$ cat src/rtl/plot_port_arbiter.sv
// plot_port_arbiter: shares the single vga_adapter write port between
// NUM_REQ round-robin pixel requesters and a full-screen clear engine.
// The clear sweep has absolute priority over the requesters.
module plot_port_arbiter #(
  parameter int unsigned NUM_REQ      = 2,
  parameter int unsigned X_MAX        = 159,
  parameter int unsigned Y_MAX        = 119,
  parameter logic [2:0]  CLEAR_COLOUR = 3'b000
) (
  input  logic                   clk,
  input  logic                   reset,
  input  logic [NUM_REQ-1:0]     req,
  input  logic [8*NUM_REQ-1:0]   req_x,
  input  logic [7*NUM_REQ-1:0]   req_y,
  input  logic [3*NUM_REQ-1:0]   req_colour,
  output logic [NUM_REQ-1:0]     grant,
  input  logic                   clear_start,
  output logic                   clear_busy,
  output logic [7:0]             x_out,
  output logic [6:0]             y_out,
  output logic [2:0]             colour_out,
  output logic                   plot
);

  localparam int unsigned PW = (NUM_REQ > 1) ? $clog2(NUM_REQ) : 1;
  localparam logic [7:0]  XM = X_MAX[7:0];
  localparam logic [6:0]  YM = Y_MAX[6:0];

  typedef enum logic {S_IDLE, S_CLEAR} state_t;

  state_t               state_q, state_d;
  logic [PW-1:0]        ptr_q, ptr_d;
  logic [NUM_REQ-1:0]   grant_q, grant_d;
  logic                 plot_q, plot_d;
  logic [7:0]           x_q, x_d;
  logic [6:0]           y_q, y_d;
  logic [2:0]           colour_q, colour_d;
  logic                 busy_q, busy_d;
  logic [7:0]           sx_q, sx_d;
  logic [6:0]           sy_q, sy_d;

  logic [NUM_REQ-1:0]   eligible;
  logic                 win_found;
  logic [NUM_REQ-1:0]   win_oh;
  logic [7:0]           win_x;
  logic [6:0]           win_y;
  logic [2:0]           win_colour;
  logic [PW-1:0]        win_ptr;

  // Round-robin pick: first eligible index at or after the pointer, wrapping.
  // Two passes (at/after pointer, then from 0) avoid a variable-width modulo.
  always_comb begin
    eligible   = req & ~grant_q;
    win_found  = 1'b0;
    win_oh     = '0;
    win_x      = '0;
    win_y      = '0;
    win_colour = '0;
    win_ptr    = '0;
    for (int unsigned pass = 0; pass < 2; pass++) begin
      for (int unsigned j = 0; j < NUM_REQ; j++) begin
        if (!win_found && eligible[j] && (pass == 1 || j >= 32'(ptr_q))) begin
          win_found  = 1'b1;
          win_oh[j]  = 1'b1;
          win_x      = req_x[8*j +: 8];
          win_y      = req_y[7*j +: 7];
          win_colour = req_colour[3*j +: 3];
          win_ptr    = (j == NUM_REQ - 1) ? '0 : PW'(j + 1);
        end
      end
    end
  end

  // Next-state and registered-output computation for both modes.
  always_comb begin
    state_d  = state_q;
    ptr_d    = ptr_q;
    grant_d  = '0;
    plot_d   = 1'b0;
    x_d      = x_q;
    y_d      = y_q;
    colour_d = colour_q;
    busy_d   = busy_q;
    sx_d     = sx_q;
    sy_d     = sy_q;
    case (state_q)
      S_IDLE: begin
        busy_d = 1'b0;
        if (clear_start) begin
          state_d  = S_CLEAR;
          busy_d   = 1'b1;
          plot_d   = 1'b1;
          sx_d     = '0;
          sy_d     = '0;
          x_d      = '0;
          y_d      = '0;
          colour_d = CLEAR_COLOUR;
        end else if (win_found) begin
          grant_d  = win_oh;
          x_d      = win_x;
          y_d      = win_y;
          colour_d = win_colour;
          // Out-of-range pixels are consumed but not drawn.
          plot_d   = (win_x <= XM) && (win_y <= YM);
          ptr_d    = win_ptr;
        end
      end
      S_CLEAR: begin
        // sx/sy hold the pixel currently presented on the outputs.
        if (sx_q == XM && sy_q == YM) begin
          state_d = S_IDLE;
          busy_d  = 1'b0;
          sx_d    = '0;
          sy_d    = '0;
        end else begin
          if (sx_q == XM) begin
            sx_d = '0;
            sy_d = sy_q + 7'd1;
          end else begin
            sx_d = sx_q + 8'd1;
          end
          busy_d   = 1'b1;
          plot_d   = 1'b1;
          x_d      = sx_d;
          y_d      = sy_d;
          colour_d = CLEAR_COLOUR;
        end
      end
      default: begin
        state_d = S_IDLE;
        busy_d  = 1'b0;
      end
    endcase
  end

  // State, pointer, sweep counters and all outputs registered here.
  always_ff @(posedge clk) begin
    if (reset) begin
      state_q  <= S_IDLE;
      ptr_q    <= '0;
      grant_q  <= '0;
      plot_q   <= 1'b0;
      x_q      <= '0;
      y_q      <= '0;
      colour_q <= '0;
      busy_q   <= 1'b0;
      sx_q     <= '0;
      sy_q     <= '0;
    end else begin
      state_q  <= state_d;
      ptr_q    <= ptr_d;
      grant_q  <= grant_d;
      plot_q   <= plot_d;
      x_q      <= x_d;
      y_q      <= y_d;
      colour_q <= colour_d;
      busy_q   <= busy_d;
      sx_q     <= sx_d;
      sy_q     <= sy_d;
    end
  end

  assign grant      = grant_q;
  assign plot       = plot_q;
  assign x_out      = x_q;
  assign y_out      = y_q;
  assign colour_out = colour_q;
  assign clear_busy = busy_q;

endmodule

$ cat config.mk
export PLATFORM = sky130hd
export DESIGN_NAME = plot_port_arbiter
export DESIGN_NICKNAME = d
export VERILOG_FILES = /design/src/rtl/plot_port_arbiter.sv
export SDC_FILE = /design/constraint.sdc
export NUM_CORES = 1
export LEC_CHECK = 0
export BUFFER_PORTS_ARGS = -buffer_cell sky130_fd_sc_hd__buf_2
export CAP_MARGIN = 20
export CORE_MARGIN = 3
export CORE_UTILIZATION = 56
export DETAILED_ROUTE_END_ITERATION = 16
export PLACE_DENSITY_LB_ADDON = 0.08
export SYNTH_ARGS = -nofsm -noshare
export SYNTH_HDL_FRONTEND = slang
export SYNTH_SLANG_ARGS = --single-unit
$ cat constraint.sdc
create_clock -name clk -period 5.8 [get_ports clk]
set_input_delay 0.58 -clock clk [delete_from_list [all_inputs] [get_ports clk]]
set_output_delay 0.58 -clock clk [all_outputs]
set_load 0.005 [all_outputs]
==> metrics.md, run 1 <==
| Metric | Value |
|---|---|
| Synth area leaders | dfxtp_1, nor2_1, a22o_1 |
| Fill count | 300 |
| Sequential power share | 0.467 |
| Count leader, synth | dfxtp_1 |
| Detailed Place HPWL | 3740 um |
| Starting Density | 0.613 |
| Vias | 2050 |
| Adder-cell share of the synthesized area | 0.0116 |
| Max-slew violations | 0 |
| Worst VDD drop | 0.000258 V |
| Die height | 68.1 um |
| Hold Vio Cnt, Final | 0 |
| Crit-path cells | ha_1 -> nand4_2 -> nor4_4 -> o21a_1 -> a222oi_1 -> nor2_1 |
| TritonCTS clock tree | built |
| Share of cells above drive strength 1 | 0.284 |
| Worst setup margin | 3.42 ns |
| Power per Cell Area | 234 nW/um2 |
| Mean Syn Cell Area | 8.71 um2 |
| Number of synthesized flops with an enable pin | 0 |
| Switching Share | 0.255 |
| CP peak stage delay | 0.58 ns |
| Xor/xnor share of the synthesized area | 0.0446 |
| Worst slew pin tran | 1.02 ns |
| #FFs+latches synth | 38 |
| Area fraction of the dominant cell type after synthesis | 0.352 |
| Gate power share | 0.158 |
| Synth async-reset ratio | 0 |
| Vias in the first global route | 1799 |
| Top Ports | 63 |
| Worst Path Arrival | 2.60 ns |
| Core area | 3520 um2 |
| CTS Buffer Depth | 2 |
| Worst endpoint required time | 6.02 ns |
| Detailed Route Iter0 Violations | 150 |
| DP Worst Slack | 3.21 ns |
| Final Skew | 0.00598 ns |
| Crit path max fanout | 18 |
| Ant diodes | 0 |
| Buf/Inv on CP | 0 |
| Initial antenna violation count | 0 |
| Synthesized net count | 291 |
| Die area | 4640 um2 |
| Leak pwr | 1.07 nW |
| Total Routing Usage GR | 0.238 |
| Grt ovf | 0 |
| P_int | 440 uW |
| H-tree Lvls | 2 |
| Crit-path slowest cell | o21a_1 |
| Post-CTS Setup Inserts | 0 |
| IO buf count | 62 |
| Top post-synthesis cells by count | dfxtp_1, nor2_1, a21oi_1, nand2_1, a22o_1 |
| 1st-pass router iterations | 5 |
| Vias per inst | 5.94 |
| F_max | 0.420 GHz |
| Outcome | completed |
| Sw power | 151 uW |
| Synth Cell Area | 2160 um2 |
| Crit end category | flop |
| Synth Area in Compound Gates | 0.284 |
| CTS root buf | clkbuf_8 |
| Post-CTS resize count | 0 |
| Setup TNS | 0 ns |
| Post-route ant nets | 0 |
| Largest family of logic cells by synthesized area | compound AO/OA/AOI/OAI gates |
| Crit-path leading delay family | compound AO/OA/AOI/OAI gates |
| Clock share of power | 0.375 |
| Most area-hungry cell type in the Yosys netlist | dfxtp_1 |
| Final setup viols | 0 |
| Ys flop type | dfxtp_1 |
| Relative slew slack | 0.315 |
| Unrepaired setup endpoints after global routing | false |
| Num CTS Buffers | 5 |
| Chip width | 68.1 um |
| Gpl congestion | 0.855 |
| Crit start category | flop |
| First-pass GRT wire length | 8350 um |
| Yosys cell types | 63 |
| Max-Cap Viols | 0 |
| Hold_buf cts | 0 |
| Final #Nets | 341 |
| Clock-pin slew on the worst setup and hold paths | 0.08 ns |
| Post-Route WL | 5200 um |
| Num rows | 21 |
| Mux contribution to synthesized area | 0.00985 |
| Clk Latency, worst-skew pair | 0.29 ns |
| Min cycle time layout | 2.38 ns |
| Cells after Synth | 248 |
| Final period util | 0.411 |
| Avg WL per Cell | 15.1 um |
| Worst min path class | reg2reg |
| Residual DRC | 0 |
| Post-synthesis sequential area ratio | 0.352 |
| Crit path kind | reg2reg |
| Largest net degree at the start of global routing | 40 |
| Sink Count | 38 |
| Syn-to-layout area delta | 16.7% |
| Post-Synth Simple-Gate Area | 0.238 |
| Yosys synthesis warning count | 0 |
cell type report:
cell class | count | area [um2] | share of cell area
clock buffer | 5 | 68.8 | 0.0273
clock inverter | 3 | 40.0 | 0.0159
inverter | 1 | 3.75 | 0.00149
multi-input combinational | 189 | 1270 | 0.504
sequential | 38 | 761 | 0.302
tap | 46 | 57.6 | 0.0228
timing repair buffer | 63 | 318 | 0.126
registers in the layout (all words and copies together) (netlist names):
signal / cells
clear_busy: 1
sy_q: 7
sx_q: 8
colour_out: 3
ptr_q: 1
grant: 2
plot: 1
x_out: 8
y_out: 7
kinds of logic (layout without fill, tap and decap cells):
kind of cell / Yosys count / in the layout
xor gates and xnor gates: 11 / 11
and+or+nand+nor: 94 / 94
muxes: 2 / 2
DFF: 38 / 38
adders and majority gates: 2 / 2
AOI/OAI and AO/OA: 80 / 80
buffers and inverters: 21 / 72
through the flow:
step | std cells | util | power (mW) | instance area, um2 | hold slack, ns
floorplan | 248 | - | 0.345 | 2160 | 0.448
global placement | 337 | 0.685 | 0.374 | 2410 | 0.455
detailed placement | 337 | 0.685 | 0.375 | 2410 | 0.446
CTS | 345 | 0.716 | 0.592 | 2520 | 0.458
global route | 345 | 0.716 | 0.615 | 2520 | 0.485
finish | 345 | 0.716 | 0.590 | 2520 | 0.462
power groups by stage:
stage	logic (mW)	clock network (mW)	registers (mW)
floorplan	0.0633	0	0.282
global placement	0.0923	0	0.282
detailed placement	0.0932	0	0.282
CTS	0.0934	0.223	0.276
global route	0.104	0.234	0.277
finish	0.0933	0.221	0.276
worst register-to-register path, stage by stage, from the launching register on:
cell and delay (ns):
dfxtp_1 0.41, ha_1 0.31, nand4_2 0.26, nor4_4 0.40
o21a_1 0.58, a222oi_1 0.22, nor2_1 0.13
worst paths after layout:
kind                 start  endpoint  slack (ns)  depth (start not counted)
setup / recovery   sx_q[0]  x_out[4]        3.42                          6
hold / removal    y_out[2]  y_out[2]        0.46                          2
setup reg to reg   sx_q[0]  x_out[4]        3.42                          6
hold reg to reg   y_out[2]  y_out[2]        0.46                          2
layout by cell type, fill, tap and decap left out, types with 2 or more instances in the layout:
cell type | netlist | routed
buf_2 | 4 | 62
a221oi_1 | 8 | 8
o21a_1 | 2 | 2
clkinv_2 | 0 | 2
a2bb2oi_1 | 3 | 3
or2_2 | 3 | 3
dfxtp_1 | 38 | 38
o211ai_1 | 2 | 2
nand3_1 | 7 | 7
a22o_1 | 13 | 13
xor2_1 | 4 | 4
xnor2_1 | 7 | 7
ha_1 | 2 | 2
o21ai_0 | 3 | 3
a21o_1 | 3 | 3
nor3b_1 | 5 | 5
a21oi_1 | 15 | 15
nand4_1 | 4 | 4
a311oi_1 | 3 | 3
o2111ai_1 | 2 | 2
clkbuf_8 | 0 | 5
nor2b_1 | 4 | 4
nand2_1 | 15 | 15
a222oi_1 | 3 | 3
nor3_1 | 7 | 7
o21ai_1 | 3 | 3
nand4b_1 | 2 | 2
nor2_1 | 32 | 32
a22oi_1 | 7 | 7
layer usage:
metal / track usage / up-vias / share of wire
met1: 0.306 / 956 / 0.46
met2: 0.403 / 47 / 0.49
met5: 0 / - / 0
met4: 0.0596 / 0 / 0.0079
met3: 0.0493 / 4 / 0.047
li1: - / 1043 / -
Note: power is estimated with default switching activity, not from simulation.
==> run 2, diff against run 1 <==
--- a/config.mk
+++ b/config.mk
@@ -5,10 +5,11 @@
 export SDC_FILE = /design/constraint.sdc
 export NUM_CORES = 1
 export LEC_CHECK = 0
+export ABC_AREA = 1
 export BUFFER_PORTS_ARGS = -buffer_cell sky130_fd_sc_hd__buf_2
 export CAP_MARGIN = 20
 export CORE_MARGIN = 3
-export CORE_UTILIZATION = 56
+export CORE_UTILIZATION = 52
 export DETAILED_ROUTE_END_ITERATION = 16
 export PLACE_DENSITY_LB_ADDON = 0.08
 export SYNTH_ARGS = -nofsm -noshare
==> constraint.sdc (replaced) <==
create_clock -name clk -period 2.2 [get_ports clk]
set_input_delay 0.22 -clock clk [delete_from_list [all_inputs] [get_ports clk]]
set_output_delay 0.22 -clock clk [all_outputs]
set_load 0.005 [all_outputs]
==> metrics.md, run 2 <==
| Metric | Value |
|---|---|
| Gpl congestion | 0.870 |
| Unrepaired setup endpoints after global routing | false |
| Post-CTS resize count | 0 |
| Relative slew slack | 0.653 |
| TritonCTS clock tree | built |
| Crit-path slowest cell | dfxtp_1 |
| Worst setup margin | 0.296 ns |
| Most frequent cells in the layout | nand2_1, nand3_1, buf_2 |
| Initial antenna violation count | 0 |
| Num rows | 23 |
| Top Ports | 63 |
| Grt ovf | 0 |
| Share of cells above drive strength 1 | 0.210 |
| Largest net degree at the start of global routing | 22 |
| Cells after Synth | 364 |
| Vias per inst | 5.26 |
| Crit path kind | reg2reg |
| Crit-path leading delay family | simple AND/OR/NAND/NOR gates |
| Outcome | completed |
| CTS Buffer Depth | 2 |
| Core area | 4120 um2 |
| Commonest non-fill, non-tap cell in the layout | nand2_1 |
| Synth Cell Area | 2270 um2 |
| Ant diodes | 0 |
| Worst Path Arrival | 2.14 ns |
| Num CTS Buffers | 5 |
| Starting Density | 0.551 |
| Worst hold start | req_colour[0] |
| Post-route ant nets | 0 |
| Count leader, synth | nand2_1 |
| Synthesized net count | 407 |
| First-pass GRT wire length | 10300 um |
| WL met1 | 2820 um |
| Crit end category | flop |
| Hold_buf cts | 0 |
| Highest Signal Layer | met4 |
| Detailed Place HPWL | 4640 um |
| Final Skew | 0.00434 ns |
| CP peak stage delay | 0.44 ns |
| Most frequent CP cell | nor2_1 |
| Ys flop type | dfxtp_1 |
| Metal3 WL | 274 um |
| Placed cell count | 466 |
| Leak pwr | 1.38 nW |
| Setup TNS | 0 ns |
| Area fraction of the dominant cell type after synthesis | 0.335 |
| Top post-synthesis cells by count | nand2_1, nand3_1, dfxtp_1, nor2_1, inv_1 |
| Avg WL per Cell | 12.7 um |
| Worst endpoint required time | 2.43 ns |
| Post-CTS Setup Inserts | 0 |
| Synth async-reset ratio | 0 |
| F_max | 0.525 GHz |
| Worst min path class | in2reg |
| Total Routing Usage GR | 0.249 |
| Yosys cell types | 28 |
| Syn-to-layout area delta | 18.9% |
| Register-to-Register Path Depth | 9 |
| Post-Route WL | 6040 um |
| Final hold slack | 0.263 ns |
| Power per Cell Area | 578 nW/um2 |
| Die area | 5190 um2 |
| Final #Nets | 466 |
| R2r startpoint | sy_q[0] |
| Crit start category | flop |
| Max-Cap Viols | 0 |
| CTS root buf | clkbuf_8 |
| Final period util | 0.865 |
| Met2 wire len | 2900 um |
| Clock-pin slew on the worst setup and hold paths | 0.07 ns |
| Min cycle time layout | 1.90 ns |
| #FFs+latches synth | 38 |
| Crit-path cells | ha_1 -> nand3_1 -> nor2_1 -> nand3_4 -> nand2_4 -> nand2_2 -> inv_2 -> nor2_1 -> nor2_1 |
| H-tree Lvls | 2 |
| Reg2Reg Setup Slack | 0.30 ns |
| Detailed Route Iter0 Violations | 153 |
| Fill count | 380 |
| Crit path max fanout | 13 |
| Hold EP | colour_out[0] |
| Clk Latency, worst-skew pair | 0.29 ns |
| Die height | 72.1 um |
| Worst VDD drop | 0.000442 V |
| Vias in the first global route | 2264 |
| Yosys synthesis warning count | 0 |
| DP Worst Slack | 0.313 ns |
| Most area-hungry cell type in the Yosys netlist | dfxtp_1 |
| IO buf count | 62 |
| Worst slew pin tran | 0.520 ns |
| Worst r2r dst | y_out[2] |
| Synth area leaders | dfxtp_1, nand2_1, nand3_1 |
| Mean Syn Cell Area | 6.23 um2 |
| Vias | 2491 |
| 1st-pass router iterations | 4 |
| Hold depth | 5 |
| Chip width | 72.1 um |
| Buf/Inv on CP | 1 |
| Post-synthesis sequential area ratio | 0.335 |
| Hold Vio Cnt, Final | 0 |
| Final setup viols | 0 |
| Max-slew violations | 0 |
| Layout Cells excl Fill | 474 |
| Sink Count | 38 |
| Residual DRC | 0 |
| Number of synthesized flops with an enable pin | 0 |
## run 2: cell count changes after synthesis, moves of 4 or more
cell      previous run  this run
inv_1                1        32
xor2_1               4         0
a21oi_1             15        30
a22oi_1              7         0
a22o_1              13         0
nor3b_1              5         0
a221oi_1             8         0
nand2_1             15       113
nor2b_1              4         0
nand3_1              7        62
xnor2_1              7         3
o21ai_1              3        10
nor3_1               7         0
## run 2: cells by family (layout without fill, tap and decap cells)
group,Yosys count,count (layout),synth area share
xor gates and xnor gates,3,3,0.0116
and+or+nand+nor,224,224,0.442
buffers and inverters,50,110,0.0916
adders and majority gates,2,2,0.0110
DFF,38,38,0.335
AOI/OAI and AO/OA,47,47,0.108
## run 2: final cells by class
cell class / count / area (um2) / area share
clock buffers: 7 / 86.3 / 0.0320
clock inverters: 1 / 5.00 / 0.00186
inverters: 35 / 131 / 0.0487
multi-input cells: 276 / 1300 / 0.483
flip-flops and latches: 38 / 761 / 0.282
well taps: 50 / 62.6 / 0.0232
repair buffers: 67 / 348 / 0.129
## run 2: power by group
group	switching, mW	total (mW)	internal (mW)
logic	0.190	0.311	0.121
registers	0.0230	0.747	0.724
clock network	0.248	0.500	0.253
total	0.460	1.56	1.10
## run 2: worst min-delay path: cells and delay by family
kind,cells,cell delay (ns)
and+or+nand+nor,3,0.14
AOI/OAI and AO/OA,1,0.05
buffers and inverters,1,0.09
## run 2: per-layer routing
layer	up-vias	GRT usage
met3	7	0.0582
met1	1131	0.330
met5	-	0
met4	0	0.0564
met2	54	0.412
li1	1299	-
## run 2: metrics by stage
step	power (mW)	cell area [um2]	util
final	1.56	2700	0.655
after global routing	1.65	2700	0.655
after CTS	1.56	2700	0.655
after detailed placement	1.07	2610	0.633
after global placement	1.07	2610	0.633
after floorplan	0.957	2270	-
## run 2: worst max-delay path by stage
stage / from / endpoint / slack, ns / cells after the start
after floorplan: sy_q[0] / y_out[4] / 0.65 / 9
after global placement: sy_q[0] / y_out[0] / 0.39 / 9
after detailed placement: sy_q[0] / y_out[2] / 0.31 / 9
after CTS: sy_q[0] / y_out[2] / 0.30 / 9
final: sy_q[0] / y_out[2] / 0.30 / 9
after global routing: sy_q[0] / x_out[3] / 0.06 / 9
==> run 3, diff against run 2 <==
--- a/config.mk
+++ b/config.mk
@@ -5,13 +5,13 @@
 export SDC_FILE = /design/constraint.sdc
 export NUM_CORES = 1
 export LEC_CHECK = 0
-export ABC_AREA = 1
 export BUFFER_PORTS_ARGS = -buffer_cell sky130_fd_sc_hd__buf_2
 export CAP_MARGIN = 20
 export CORE_MARGIN = 3
 export CORE_UTILIZATION = 52
 export DETAILED_ROUTE_END_ITERATION = 16
 export PLACE_DENSITY_LB_ADDON = 0.08
+export SLEW_MARGIN = 20
 export SYNTH_ARGS = -nofsm -noshare
 export SYNTH_HDL_FRONTEND = slang
 export SYNTH_SLANG_ARGS = --single-unit
==> metrics.md, run 3 (synthesis gave the netlist of run 1 again) <==
| Metric | Value |
|---|---|
| Outcome | completed |
| Clock-pin slew on the worst setup and hold paths | 0.08 ns |
| Most frequent cells in the layout | buf_2, dfxtp_1, nor2_1 |
| Vias | 2161 |
| Detailed Place HPWL | 4200 um |
| Crit path kind | reg2reg |
| Grt ovf | 0 |
| Setup TNS | 0 ns |
| Crit path max fanout | 6 |
| Chip width | 70.4 um |
| Die height | 70.4 um |
| Worst setup margin | 0.203 ns |
| CTS root buf | clkbuf_8 |
| Largest net degree at the start of global routing | 23 |
| Max-Cap Viols | 0 |
| Num CTS Buffers | 5 |
| Crit end category | flop |
| Max-slew violations | 0 |
| Final #Nets | 353 |
| Power per Cell Area | 576 nW/um2 |
| Crit-path cells | ha_2 -> nand4_2 -> nor2_1 -> mux2_2 -> a221oi_1 -> nor3_1 |
| IO buf count | 62 |
| Sink Count | 38 |
| Final Skew | 0.00544 ns |
| Gpl congestion | 0.869 |
| Worst endpoint required time | 2.38 ns |
| Initial antenna violation count | 0 |
| First-pass GRT wire length | 9490 um |
| Post-Route WL | 5650 um |
| Final setup viols | 0 |
| Final hold slack | 0.280 ns |
| Worst min path class | in2reg |
| Clk Latency, worst-skew pair | 0.30 ns |
| Worst Path Arrival | 2.18 ns |
| Detailed Route Iter0 Violations | 156 |
| Syn-to-layout area delta | 20.3% |
| Leak pwr | 1.12 nW |
| Crit-path leading delay family | simple AND/OR/NAND/NOR gates |
| Worst VDD drop | 0.000360 V |
| Buf/Inv on CP | 0 |
| H-tree Lvls | 2 |
| CTS Buffer Depth | 2 |
| Hold Vio Cnt, Final | 0 |
| Vias in the first global route | 2041 |
| Relative slew slack | 0.550 |
| Top Ports | 63 |
| Core area | 3830 um2 |
| Min cycle time layout | 2.00 ns |
| Unrepaired setup endpoints after global routing | false |
| Residual DRC | 0 |
| DP Worst Slack | 0.178 ns |
| Worst slew pin tran | 0.675 ns |
| Total Routing Usage GR | 0.236 |
| Post-route ant nets | 0 |
| Ant diodes | 0 |
| Crit-path slowest cell | dfxtp_1 |
| CP peak stage delay | 0.41 ns |
| Num rows | 22 |
| Commonest non-fill, non-tap cell in the layout | buf_2 |
| F_max | 0.501 GHz |
| Hold_buf cts | 0 |
| Share of cells above drive strength 1 | 0.312 |
| 1st-pass router iterations | 4 |
| Avg WL per Cell | 15.7 um |
| Final period util | 0.908 |
| Vias per inst | 6.02 |
| TritonCTS clock tree | built |
| Starting Density | 0.564 |
| Crit start category | flop |
| Die area | 4960 um2 |
-- run 3: final timing paths --
path              slack (ns)  depth (start not counted)             to           from
setup / recovery        0.20                          6       y_out[1]        sx_q[0]
hold / removal          0.28                          4  colour_out[0]  req_colour[3]
setup reg to reg        0.20                          6       y_out[1]        sx_q[0]
hold reg to reg         0.46                          2       y_out[2]       y_out[2]
-- run 3: final cells by class --
class | instances | area (um2)
flip-flops and latches | 38 | 761
clock inverters | 1 | 5.00
repair buffers | 75 | 408
fillers | 350 | 1230
well taps | 48 | 60.1
clock buffers | 7 | 86.3
inverters | 1 | 3.75
multi-input cells | 189 | 1270
-- run 3: power breakdown --
group	internal (mW)	leakage, nW	total (mW)	switching [mW]
sequential	0.713	0.309	0.731	0.0184
clock	0.253	0.0482	0.500	0.247
combinational	0.127	0.759	0.264	0.137
total	1.09	1.12	1.50	0.403
-- run 3: timing repair --
action | in CTS | in global routing
resized for setup | 0 | 1
buffers inserted | 0 | 0
endpoints found under the setup margin | 0 | 1
-- run 3: worst min-delay path, delay by kind of cell --
| kind | cells | cell delay, ns |
|---|---|---|
| AOI/OAI and AO/OA | 2 | 0.17 |
| buffers and inverters | 1 | 0.07 |
| and+or+nand+nor | 1 | 0.07 |
-- run 3: through the flow --
step / area [um2] / std cells / total power [mW] / utilization
after global placement: 2500 / 351 / 1.01 / 0.654
after global routing: 2600 / 359 / 1.57 / 0.679
after detailed placement: 2500 / 351 / 1.01 / 0.654
after floorplan: 2160 / 248 / 0.910 / -
after CTS: 2590 / 359 / 1.50 / 0.678
final: 2600 / 359 / 1.50 / 0.679
-- run 3: layer usage --
layer / global-route usage / wire (um)
met1: 0.323 / 2580
met2: 0.366 / 2650
met3: 0.0475 / 334
met4: 0.0851 / 89
met5: 0 / 0
